`src/rtl/fifo_param.sv`:
```
// Parametrised synchronous FIFO with internal pointers, occupancy count, threshold flags
// and sticky overflow/underflow flags. The read port is registered.
module fifo_param #(
    parameter int DATA_WIDTH = 10,
    parameter int ADDR_WIDTH = 3
) (
    input  logic                  clk,
    input  logic                  reset_L,
    input  logic                  push,
    input  logic                  pop,
    input  logic [DATA_WIDTH-1:0] data_in,
    input  logic [ADDR_WIDTH:0]   almost_full_th,
    input  logic [ADDR_WIDTH:0]   almost_empty_th,
    input  logic                  err_clr,
    output logic [DATA_WIDTH-1:0] data_out,
    output logic                  valid,
    output logic [ADDR_WIDTH:0]   count,
    output logic                  full,
    output logic                  empty,
    output logic                  almost_full,
    output logic                  almost_empty,
    output logic                  overflow,
    output logic                  underflow
);
    localparam int DEPTH = 1 << ADDR_WIDTH;
    localparam logic [ADDR_WIDTH:0]   DEPTH_C = DEPTH;
    localparam logic [ADDR_WIDTH:0]   CNT_ONE = 1;
    localparam logic [ADDR_WIDTH-1:0] PTR_ONE = 1;

    logic [DATA_WIDTH-1:0] mem_q [DEPTH];
    logic [ADDR_WIDTH-1:0] wr_ptr_q, wr_ptr_d, rd_ptr_q, rd_ptr_d;
    logic [ADDR_WIDTH:0]   count_q, count_d;
    logic [DATA_WIDTH-1:0] dout_q, dout_d;
    logic                  valid_q, valid_d, ovf_q, ovf_d, udf_q, udf_d;
    logic                  pop_acc, push_acc;

    // Flags depend only on the count register, never on push/pop.
    assign full         = (count_q == DEPTH_C);
    assign empty        = (count_q == '0);
    assign almost_full  = (count_q >= almost_full_th);
    assign almost_empty = (count_q <= almost_empty_th);

    // A pop frees a slot in the same cycle, so a full FIFO still takes a push alongside it.
    assign pop_acc  = pop && !empty;
    assign push_acc = push && (!full || pop_acc);

    always_comb begin
        wr_ptr_d = push_acc ? wr_ptr_q + PTR_ONE : wr_ptr_q;
        rd_ptr_d = pop_acc  ? rd_ptr_q + PTR_ONE : rd_ptr_q;
        count_d  = count_q;
        if (push_acc && !pop_acc)      count_d = count_q + CNT_ONE;
        else if (pop_acc && !push_acc) count_d = count_q - CNT_ONE;
        dout_d  = pop_acc ? mem_q[rd_ptr_q] : dout_q;
        valid_d = pop_acc;
        // A new error outranks a clear in the same cycle.
        ovf_d = (push && !push_acc) ? 1'b1 : (err_clr ? 1'b0 : ovf_q);
        udf_d = (pop && !pop_acc)   ? 1'b1 : (err_clr ? 1'b0 : udf_q);
    end

    always_ff @(posedge clk or negedge reset_L) begin
        if (!reset_L) begin
            wr_ptr_q <= '0;
            rd_ptr_q <= '0;
            count_q  <= '0;
            dout_q   <= '0;
            valid_q  <= 1'b0;
            ovf_q    <= 1'b0;
            udf_q    <= 1'b0;
        end else begin
            wr_ptr_q <= wr_ptr_d;
            rd_ptr_q <= rd_ptr_d;
            count_q  <= count_d;
            dout_q   <= dout_d;
            valid_q  <= valid_d;
            ovf_q    <= ovf_d;
            udf_q    <= udf_d;
        end
    end

    // Storage is deliberately not reset.
    always_ff @(posedge clk) begin
        if (push_acc) mem_q[wr_ptr_q] <= data_in;
    end

    assign data_out  = dout_q;
    assign valid     = valid_q;
    assign count     = count_q;
    assign overflow  = ovf_q;
    assign underflow = udf_q;
endmodule

```
`config.mk`:
```
export PLATFORM = sky130hd
export DESIGN_NAME = fifo_param
export DESIGN_NICKNAME = d
export VERILOG_FILES = /design/src/rtl/fifo_param.sv
export SDC_FILE = /design/constraint.sdc
export NUM_CORES = 1
export LEC_CHECK = 0
export CORE_MARGIN = 2
export CORE_UTILIZATION = 40
export DETAILED_ROUTE_END_ITERATION = 10
export MAX_ROUTING_LAYER = met4
export SLEW_MARGIN = 10
export SYNTH_ARGS = -nofsm -noshare
export SYNTH_HDL_FRONTEND = slang
export SYNTH_SLANG_ARGS = --single-unit
```
`constraint.sdc`:
```
create_clock -name clk -period 3.2 [get_ports clk]
set_input_delay 0.64 -clock clk [delete_from_list [all_inputs] [get_ports clk]]
set_output_delay 0.64 -clock clk [all_outputs]
set_load 0.01 [all_outputs]
```
# Word-level counts from Yosys, hierarchy flattened
# Memory sizes are Yosys's and may differ from the RTL's. A register that Yosys moved wholly into a read port is not among the register bits.
# Index checks and enable logic that the tools add are counted.
# word_totals
ff_bits	13
latchBits	0
mem_bits_rw	80
mem_bits_ro	0
inputBits	23
out_inout_bits	21
elab_cells	37
memories	1
# op_classes
n_addsub	4
multipliers	0
div_mod_pow	0
n_lt_le_gt_ge	2
n_eq_ne	1
n_shift	0
mux	7
bitwise_logic	0
reduce_logical	16
# mem_list
name	depth	width	read_ports	rd_ports_with_merged_regs	write_ports	line_no	text
mem_q	8	10	1	1	1	30	logic [DATA_WIDTH-1:0] mem_q [DEPTH];
# op_table
operator	n
$mux 4	2
$add 3x1->3 const B	2
$logic_and 1x1->1	6
$reduce_bool 2->1	3
$logic_not 1->1	5
$mux 1	5
$add 4x1->4 const B	1
$eq 4x4->1 const B	1
$ge 4x4->1	1
$le 4x4->1	1
$logic_not 4->1	1
$sub 4x1->4 const B	1
$logic_or 1x1->1	1

# Logic depth before layout (Yosys ltp)
# depth
ltp_word	9
ltp_mapped	10
mapped_depth_nobuf	10

# Worst setup path before layout
# Ideal clock, no wire load.
# synth_timing
path_type	register -> register
start	reg count_q[1] (netlist: count[1])
end	reg count_q[3] (netlist: count[3])
setup_ns	0.136
t_arrival_ns	2.773
required_time_ns	3.064
setup_slack_ns	0.291
path_stages_with_launch	10
n_path_buf	1
synth_period_minus_slack_ns	2.909
cell_sequence	dfrtp_1 nor4_1 nand2b_1 buf_4 ha_1 inv_1 ha_1 a21o_2 a2111oi_0 o31ai_1
# synth_between
elab_chain_len	8
elab_cells_between_ends	16
cone_classes	add/sub: 2; eq/ne: 1; mux: 2; reduce/logical: 11
# synth_rtl
item	line_no	text
from (decl)	32	logic [ADDR_WIDTH:0] count_q, count_d;
from (signal assigned)	72	count_q <= count_d;
$logic_not 4->1 (*)	39	assign empty = (count_q == '0);
net empty	19	output logic empty,
$logic_not 1->1 (*)	44	assign pop_acc = pop && !empty;
$logic_and 1x1->1 (*)	44	
$logic_or 1x1->1	45	assign push_acc = push && (!full || pop_acc);
$logic_and 1x1->1	45	
$logic_not 1->1	52	else if (pop_acc && !push_acc) count_d = count_q - CNT_ONE;
$logic_and 1x1->1	52	
$reduce_bool 2->1 (no line)	n/a	
# The timed path passes the listed nets; every way through them passes the cells marked *. The select of a mux whose other input is x is not followed.
# A chain may end at the register's enable or synchronous reset.

# Worst setup path after layout
# layout_timing
start	in almost_full_th[0]
end	out almost_full
# layout_between
elab_chain_len	1
# layout_rtl
item	line_no	text
from (decl)	12	input logic [ADDR_WIDTH:0] almost_full_th,
$ge 4x4->1	40	assign almost_full = (count_q >= almost_full_th);
to (decl)	20	output logic almost_full,
# No other way between the ends.

==> flow_summary_export.csv <==
group,metric,value,unit
outcome,status,"finished, final reports clean",
yosys,syn_inst,279,
drt,wl_per_cell,16.8,um
place,portBuffers,43,
timing,slew_violations,0,
finish,nets,379,
critical_path,endpoint_kind,"output port",
hold_path,hp-class,"reg2reg",
critical_path,cp-start-kind,"input port",
yosys,synth_area,4330,um2
yosys,seq_area_frac_synth,68.7,%
critical_path,r2r-start,"count[2]",
hold_path,min_from,"data_out[0]",
pwr,p_seq_share,44.7,%
pwr,power.total,4440,uW
die,rows,37,
die,io_pins,44,
grt,grt.total_usage,15.4,%
timing,setup_viol,0,
cts,cts_tree,"yes",
flow_run,maxCapViolCount,0,
timing,hold_viol,0,
finish,num_antenna_cells,0,
finish,final_cell_mix,"edfxtp_1 (80), clkdlybuf4s50_1 (42), nand2_1 (23), dfrtp_1 (22)",
critical_path,rrSetupSlack,360,ps
drt,avgViaCountPerCell,5.00,
grt,antenna_found_initial,0,
yosys,ys_async_sr_fraction,22.3,%
pwr,intPower,2960,uW
drt,route.detailed.drc,0,
timing,skew,16.9,ps
pwr,peakVddDrop,0.331,mV
finish,drive_gt1_share,17.9,%
yosys,ys_ff_latch,103,
timing,slew-limit-headroom,37.5,%
pwr,swShare,33.3,%
grt,grt_max_degree,35,
grt,grt_pass1_wl,12900,um
yosys,syn-num-nets,316,
die,die_w,108,um
timing,fin_crit,3080,ps
place,dp_hpwl,5410,um
yosys,yosys_warnings,0,
critical_path,cp_data_arrival_time,2440,ps
drt,final_antenna_net_count,0,
cts,cts_root_buffer,"clkbuf_8",
drt,dr.pass1.iters,4,
pwr,p_leak,0.00196,uW
critical_path,r2r_cells,9,
cts,clk_path_buf_depth,2,
critical_path,worst-path-max-fanout,1,
yosys,synth.distinct_cells,35,
critical_path,r2r_end,"count[3]",
yosys,synth_edf_count,80,
die,start_util,41.6,%
pwr,clockPowerShare,18.7,%
pwr,power.share.combinational,36.6,%
place,dp_cells,467,
drt,vias,2414,
hold_path,whs_path_depth,2,
timing,rsz0062_at_grt,"false",
timing,tightestPinTransition,934,ps
cts,clkTransAtPathRegs,100,ps
pwr,power-per-cell-area,852,nW/um2
die,dieHeight,108,um
finish,syn_to_final_growth,20.3,%
place,place.gp.congestion,0.724,
grt,grt_pass1_vias,2435,
critical_path,path_class,"in2out",
timing,max_freq,325,MHz
drt,drtIter0Drc,85,
cts,cts_sinks,103,
die,coreArea,10400,um2
cts,htreeDepth,3,
cts,numCtsBuffers,9,
yosys,syn_avg_cell_area,15.5,um2
cts,cts_hold_buf,0,
grt,overflow,0,
yosys,synthFlopType,"edfxtp_1",
cts,clkLatencyLatePin,370,ps
die,die-area,11700,um2
drt,finalWirelength,8120,um
hold_path,hold-path-endpoint,"data_out[0]",
critical_path,cp.required,2560,ps
pwr,p_sw,1480,uW
finish,final_cells,483,
timing,fin_crit_sh,96.1,%
finish,final_common_cell,"edfxtp_1",
-- area by class of cell --
type                       count  area (um2)
fill                         907        5200
tap                          136         170
inverter                      12        47.5
clock inverter                 7        78.8
sequential                   103        2980
multi-input combinational    154        1240
clock buffer                   9         124
timing repair buffer          62         572
-- worst max-delay path, stage by stage --
cell,delay (ps)
clkdlybuf4s50_1,410
ha_1,290
nand2b_1,140
a21o_1,170
a21o_1,160
a21o_1,160
clkdlybuf4s50_1,460
-- synthesized netlist by cell type (2+ instances only) --
library cell	n	area [um2]
a21o_1	3	22.5
mux2i_1	21	210
nor2b_1	2	12.5
a221o_1	10	100
mux2_2	21	236
nor4_1	2	12.5
o21a_1	2	15.0
xnor2_1	6	52.6
ha_1	13	163
nor3_1	7	35.0
nand2b_1	5	31.3
inv_1	11	41.3
a22o_1	2	17.5
o21ai_0	4	20.0
nor2_1	5	18.8
o22ai_1	10	62.6
buf_6	3	33.8
nand2_1	23	86.3
clkbuf_1	2	7.51
dfrtp_1	23	576
o21ai_1	9	45.0
buf_4	3	22.5
edfxtp_1	80	2400
-- power groups by stage --
stage,Clock (uW),Combinational (uW),Sequential (uW)
2_1_floorplan,0,1050,1950
3_3_place_gp,0,1630,2010
3_5_place_dp,0,1650,2020
4_1_cts,846,1650,1990
5_1_grt,901,1800,2030
6_report,829,1620,1980
-- timing repair --
item | 4_1_cts | 5_1_grt
setup endpoints to repair | 1 | 0
buffers inserted | 0 | 0
hold endpoints to repair | 0 | 0
gates resized for setup | 1 | 0
-- sequential cells by signal, summed over array words and instances (netlist names) --
| register | count |
|---|---|
| valid | 1 |
| rd_ptr_q | 3 |
| count | 4 |
| data_out | 10 |
| wr_ptr_q | 3 |
| underflow | 1 |
| mem_q | 80 |
| overflow | 1 |
-- worst max-delay path by stage --
stage	from	end	slack (ps)
after floorplan	count[1]	count[3]	290
after detailed placement	almost_empty_th[1]	almost_empty	-20
final	almost_full_th[0]	almost_full	120
after global placement	almost_empty_th[1]	almost_empty	20
after global routing	almost_full_th[0]	almost_full	40
after CTS	almost_full_th[0]	almost_full	110
-- metrics by stage --
stage	utilization [%]	hold WS [ps]	TNS [ps]	worst slack, ps	cell area (um2)
floorplan	-	344	0	291	4330
detailed placement	48.1	476	-16.1	-16.1	5010
finish	50.0	491	0	125	5210
global placement	48.1	468	0	16.9	5010
global route	50.0	530	0	43.5	5210
CTS	50.0	498	0	106	5210
-- kinds of logic after synthesis --
kind of cell	Yosys count	share of synthesized area [%]
flops	103	68.7
xor+xnor	6	1.21
buf+inv	22	2.77
fa+ha+maj	14	4.22
mux	42	10.3
compound gates	45	7.60
simple gates	47	5.14
-- routing by layer --
layer,global-route usage [%],up-vias,wire (um)
met5,-,-,0
met4,4.12,0,68
met3,3.86,8,413
met2,24.4,54,3800
met1,20.0,1162,3840
li1,-,1190,-
Power figures use the tool's default switching activity.
